**src/rtl/sopc_run_monitor.sv**
```systemverilog
// Reset sequencer and run monitor: stretches rst into cpu_rst_o, counts RUN cycles, ends on tohost store, halt or budget.
// Latency: status outputs are decoded from the state register and are valid one edge after the deciding input cycle.
// Backpressure: none; inputs are sampled only in RUN. Optional self-loop halt detect: SOPC_RUN_MONITOR_HALT_DETECT_EN.
module sopc_run_monitor #(
    parameter int                ADDR_W       = 32,
    parameter int                DATA_W       = 32,
    parameter int                CNT_W        = 32,
    parameter int                RESET_CYCLES = 10,
    parameter int                MAX_CYCLES   = 50,
    parameter logic [ADDR_W-1:0] TOHOST_ADDR  = ADDR_W'(32'h0000_1000),
    parameter logic [DATA_W-1:0] PASS_VALUE   = DATA_W'(1),
    parameter int                STALL_LIMIT  = 8
) (
    input  logic              clk,
    input  logic              rst,
    output logic              cpu_rst_o,
    input  logic [ADDR_W-1:0] pc_i,
    input  logic              mem_we_i,
    input  logic [ADDR_W-1:0] mem_addr_i,
    input  logic [DATA_W-1:0] mem_data_i,
    output logic [CNT_W-1:0]  cycle_cnt_o,
    output logic              done_o,
    output logic              pass_o,
    output logic [DATA_W-1:0] result_o,
    output logic              timeout_o,
    output logic              halted_o
);

    if (RESET_CYCLES < 1) begin : g_chk_reset
        $error("sopc_run_monitor: RESET_CYCLES must be >= 1");
    end
    if (MAX_CYCLES < 1 || (CNT_W < 63 && longint'(MAX_CYCLES) >= (longint'(1) << CNT_W))) begin : g_chk_max
        $error("sopc_run_monitor: MAX_CYCLES must be >= 1 and < 2**CNT_W");
    end
    if (STALL_LIMIT < 1) begin : g_chk_stall
        $error("sopc_run_monitor: STALL_LIMIT must be >= 1");
    end

    localparam int                HOLD_W    = (RESET_CYCLES > 1) ? $clog2(RESET_CYCLES) : 1;
    localparam logic [HOLD_W-1:0] HOLD_LAST = HOLD_W'(RESET_CYCLES - 1);
    localparam logic [CNT_W-1:0]  CNT_LAST  = CNT_W'(MAX_CYCLES - 1);

    typedef enum logic [2:0] {
        ST_HOLD,
        ST_RUN,
        ST_DONE,
        ST_TIMEOUT,
        ST_HALT
    } state_t;

    state_t              state;
    state_t              state_nxt;
    logic [HOLD_W-1:0]   hold_cnt;
    logic [CNT_W-1:0]    cycle_cnt;
    logic [DATA_W-1:0]   result_r;
    logic                pass_r;
    logic                store_hit;
    logic                budget_hit;
    logic                halt_hit;
    logic [DATA_W-1:0]   halt_pc;

    assign store_hit  = mem_we_i && (mem_addr_i == TOHOST_ADDR);
    assign budget_hit = (cycle_cnt == CNT_LAST);

`ifdef SOPC_RUN_MONITOR_HALT_DETECT_EN
    localparam int                 STALL_W    = $clog2(STALL_LIMIT + 1);
    localparam logic [STALL_W-1:0] STALL_LAST = STALL_W'(STALL_LIMIT - 1);

    logic [ADDR_W-1:0]  pc_d1;
    logic [ADDR_W-1:0]  pc_d2;
    logic               pc_v1;
    logic               pc_v2;
    logic [STALL_W-1:0] stall_cnt;
    logic               pc_match;

    // Two-back compare catches "b ." with its delay slot (X, X+4, X, ...).
    assign pc_match = pc_v2 && (pc_i == pc_d2);
    assign halt_hit = pc_match && (stall_cnt == STALL_LAST);
    assign halt_pc  = DATA_W'(pc_i);

    always_ff @(posedge clk or posedge rst) begin
        if (rst) begin
            pc_d1     <= '0;
            pc_d2     <= '0;
            pc_v1     <= 1'b0;
            pc_v2     <= 1'b0;
            stall_cnt <= '0;
        end else if (state == ST_RUN) begin
            pc_d1     <= pc_i;
            pc_d2     <= pc_d1;
            pc_v1     <= 1'b1;
            pc_v2     <= pc_v1;
            stall_cnt <= pc_match ? stall_cnt + 1'b1 : '0;
        end else begin
            pc_v1     <= 1'b0;
            pc_v2     <= 1'b0;
            stall_cnt <= '0;
        end
    end
`else
    logic unused_pc;

    assign unused_pc = ^pc_i;
    assign halt_hit  = 1'b0;
    assign halt_pc   = '0;
`endif

    always_ff @(posedge clk or posedge rst) begin
        if (rst) begin
            state <= ST_HOLD;
        end else begin
            state <= state_nxt;
        end
    end

    always_comb begin
        state_nxt = state;
        case (state)
            ST_HOLD: begin
                if (hold_cnt == HOLD_LAST) state_nxt = ST_RUN;
            end
            ST_RUN: begin
                if (store_hit)       state_nxt = ST_DONE;
                else if (halt_hit)   state_nxt = ST_HALT;
                else if (budget_hit) state_nxt = ST_TIMEOUT;
            end
            default: state_nxt = state;
        endcase
    end

    always_comb begin
        cpu_rst_o = (state == ST_HOLD);
        done_o    = (state == ST_DONE);
        pass_o    = (state == ST_DONE) && pass_r;
        timeout_o = (state == ST_TIMEOUT);
        halted_o  = (state == ST_HALT);
    end

    // The run counter only advances while staying in RUN, so it freezes on the exit edge.
    always_ff @(posedge clk or posedge rst) begin
        if (rst) begin
            hold_cnt  <= '0;
            cycle_cnt <= '0;
            result_r  <= '0;
            pass_r    <= 1'b0;
        end else begin
            if (state == ST_HOLD && hold_cnt != HOLD_LAST) begin
                hold_cnt <= hold_cnt + 1'b1;
            end
            if (state == ST_RUN) begin
                if (state_nxt == ST_RUN) begin
                    cycle_cnt <= cycle_cnt + 1'b1;
                end
                if (store_hit) begin
                    result_r <= mem_data_i;
                    pass_r   <= (mem_data_i == PASS_VALUE);
                end else if (halt_hit) begin
                    result_r <= halt_pc;
                end
            end
        end
    end

    assign cycle_cnt_o = cycle_cnt;
    assign result_o    = result_r;

endmodule

```
**config.mk**
```make
export PLATFORM = sky130hd
export DESIGN_NAME = sopc_run_monitor
export DESIGN_NICKNAME = d
export VERILOG_FILES = /design/src/rtl/sopc_run_monitor.sv
export SDC_FILE = /design/constraint.sdc
export NUM_CORES = 1
export LEC_CHECK = 0
export ABC_AREA = 1
export BUFFER_PORTS_ARGS = -buffer_cell sky130_fd_sc_hd__buf_2
export CORE_MARGIN = 1
export CORE_UTILIZATION = 40
export DETAILED_ROUTE_END_ITERATION = 12
export HOLD_SLACK_MARGIN = 0.06
export PLACE_DENSITY = 0.66
export SLEW_MARGIN = 20
export SYNTH_ARGS = -nofsm -noshare
export SYNTH_HDL_FRONTEND = slang
export SYNTH_SLANG_ARGS = --single-unit
```
**constraint.sdc**
```tcl
create_clock -name clk -period 6.1 [get_ports clk]
set_clock_uncertainty 0.05 [all_clocks]
set_input_delay 0.305 -clock clk [delete_from_list [all_inputs] [get_ports clk]]
set_output_delay 0.305 -clock clk [all_outputs]
set_load 0.005 [all_outputs]
```
==> impl_metrics.yaml <==
critical_path:
  crit_path_end_kind: "register"
  cp.arrival_ns: 2.67
  cp.required_ns: 6.33
  r2r_cells: 8
  r2r-end: "result_o[21]"
  r2r_start: "state[2]"
  crit_type: "register to register"
  r2r_slack_ns: 3.66
  startpoint_type: "register"
  crit_path_max_fanout: 49
die:
  die_width_um: 106
  start_util: 0.414
  die_height_um: 106
  num_io_pins: 168
  rows: 37
  dieArea_mm2: 0.0111
  core_area_mm2: 0.0104
timing:
  fmax_mhz: 410
  period_share: 0.400
  rsz0062_at_grt: "no"
  final_max_slew_viol_count: 0
  finalSetupViolCount: 0
  timing.final.ws_setup_ns: 3.66
  tns_ns: 0
  hold_viol_final: 0
  worst_pin_slew_ns: 0.910
  max_slew_margin: 0.393
  fin_crit_ns: 2.44
synth:
  ys_seq_area_frac: 0.420
  synth_top_cell_area_share: 0.420
  synth_nets: 742
  yosys.cell_types.count: 25
  ys_warn_count: 0
  syn_area_per_cell_um2: 6.71
  yosysTopAreaCell: "dfrtp_1"
  synthTopCellsByArea: "dfrtp_1 (42%), nand2_1 (24%), nor2_1 (8.5%)"
  ys_seq_elements: 72
  synth.cell_area_mm2: 0.00429
  synthCells: 639
routing:
  wl_per_cell_um: 12.5
  remaining_drc_errors: 0
  ant_nets: 0
  wl_met2_um: 5350
  wl_met3_um: 901
  met1_length_um: 4890
  vias: 4353
  dr.pass1.iters: 4
  drt_iter0_drc: 162
  routed_wl_um: 11300
  via_per_inst: 4.78
  dr.max_layer_used: "met4"
finish:
  drive_gt1_frac: 0.213
  fin_util: 0.512
  final.fill_count: 1084
  stdcell_count: 911
  antenna_cells: 0
  layout.nets: 873
  syn2layout_area_growth_pct: 23.7
run_status:
  status: "completed"
placement:
  gp_congestion: 0.934
  place_hpwl_um: 8460
  place_inst: 895
  place_ws_ns: 3.65
  port-buffer-count: 135
clock_tree:
  cts_tree: "built"
  cts_max_path_buffers: 2
  clk_latency_ns: 0.35
  path_clk_slew_ns: 0.08
  cts_max_level: 3
  cts_root_buf: "clkbuf_8"
  postCtsSetupRepairBufs: 0
  ctsResizeCount: 0
  cts_buffers: 9
  cts.sinks: 72
  postCtsHoldBufs: 0
power_and_ir_drop:
  swShare: 0.213
  power_density_mw_per_mm2: 194
  p_int_w: 0.000810
  power_frac_clock: 0.496
  seqPwrFrac: 0.463
  power_switching_w: 0.000219
  ir_drop_uv: 108
  power_frac_comb: 0.041
  p_leak_nw: 2.98
grt:
  grt_use_total: 0.216
  grt-ovfl-total: 0
  grt_pass1_vias: 4306
  antenna_found_initial: 0
  grt_pass1_wl_um: 19400
  grt_max_degree: 73
job:
  maxCapViolations: 0
hold_path:
  hold_path_depth: 3
  hold_end: "result_o[22]"
  hp-start: "mem_data_i[22]"
  min_path_type: "input pin to register"
-- flip-flops by register name, summed over array words and instances, names as in the netlist --
| register | count |
|---|---|
| state | 3 |
| result_o | 32 |
| hold_cnt | 4 |
| pass_r | 1 |
| cycle_cnt_o | 32 |
-- worst max path at each step --
stage	from	to	slack [ns]	depth (start not counted)
floorplan	rst	cycle_cnt_o[0]	3.92	1
global placement	cycle_cnt_o[0]	cycle_cnt_o[18]	3.73	9
detailed placement	state[2]	result_o[21]	3.65	8
CTS	state[2]	result_o[21]	3.63	8
global route	state[2]	result_o[16]	3.40	8
finish	state[2]	result_o[21]	3.66	8
-- per-stage QoR --
stage / instance area [um^2] / total power, W / hold WS [ns]
4_1_cts: 5310 / 0.00104 / 0.107
6_report: 5310 / 0.00103 / 0.113
3_5_place_dp: 5040 / 0.000529 / 0.403
2_1_floorplan: 4290 / 0.000502 / 0.365
5_1_grt: 5310 / 0.00107 / 0.100
3_3_place_gp: 5040 / 0.000528 / 0.381
-- power groups by stage --
stage / combinational (W) / sequential, W / clock [W]
2_1_floorplan: 0.0000156 / 0.000486 / 0
3_3_place_gp: 0.0000415 / 0.000486 / 0
3_5_place_dp: 0.0000428 / 0.000486 / 0
4_1_cts: 0.0000428 / 0.000477 / 0.000517
5_1_grt: 0.0000485 / 0.000477 / 0.000543
6_report: 0.0000419 / 0.000477 / 0.000511
-- cell families after synthesis --
kind of cell	synth area share
XOR/XNOR	0.0245
AND/OR/NAND/NOR	0.440
adder cells (fa/ha/maj)	0.0117
buffers and inverters	0.0779
flip-flops	0.420
AO/OA/AOI/OAI	0.0262
-- layout by cell type, fill, tap and decap left out, types with 2 or more instances in the layout --
master	count
nand2_1	275
inv_2	2
xor2_1	9
nand2_2	2
clkbuf_8	9
nor3_1	2
bufinv_16	4
nor2_1	97
o21ai_2	2
nand3b_1	13
nor4_1	4
ha_1	4
xnor2_1	3
nor2_2	4
nand4_1	18
inv_1	55
dfrtp_1	72
buf_2	135
buf_4	3
nand3_1	37
o21ai_0	18
-- layout make-up --
cell class,instances,area (um^2),share of cell area
tap,136,170,0.0321
clock buffer,9,124,0.0233
clock inverter,7,143,0.0269
inverter,57,214,0.0403
multi-input combinational,492,2150,0.406
sequential,72,1800,0.340
timing repair buffer,138,698,0.132
-- routing by layer --
layer  GRT usage  vias up
li1            -     2246
met1       0.263     1936
met2       0.362      153
met3      0.0550       18
met4      0.0913        0
met5           0        -
-- critical path, stage by stage (launching register included) --
cell and delay (ns):
dfrtp_1 0.43, nor2_1 0.16, inv_1 0.08, nor2_2 0.07, buf_4 0.36, nand2_2 0.56, inv_2 0.47, nand2_1 0.10
nand2_1 0.08
-- cells in the mapped netlist --
master,count
inv_2,1
xor2_1,9
buf_4,4
nand2_1,275
inv_1,56
nand3_2,1
dfrtp_1,72
nor3_1,2
and2_1,1
nor4_1,4
xnor2_1,3
nand3b_1,13
buf_2,6
nand2_2,2
o21ai_0,18
o21ai_2,2
buf_6,4
nand4_1,18
nand3_1,37
a21oi_1,1
nor2_1,97
clkbuf_1,4
nor2_2,4
or2_0,1
ha_1,4
Power figures use the tool's default switching activity.
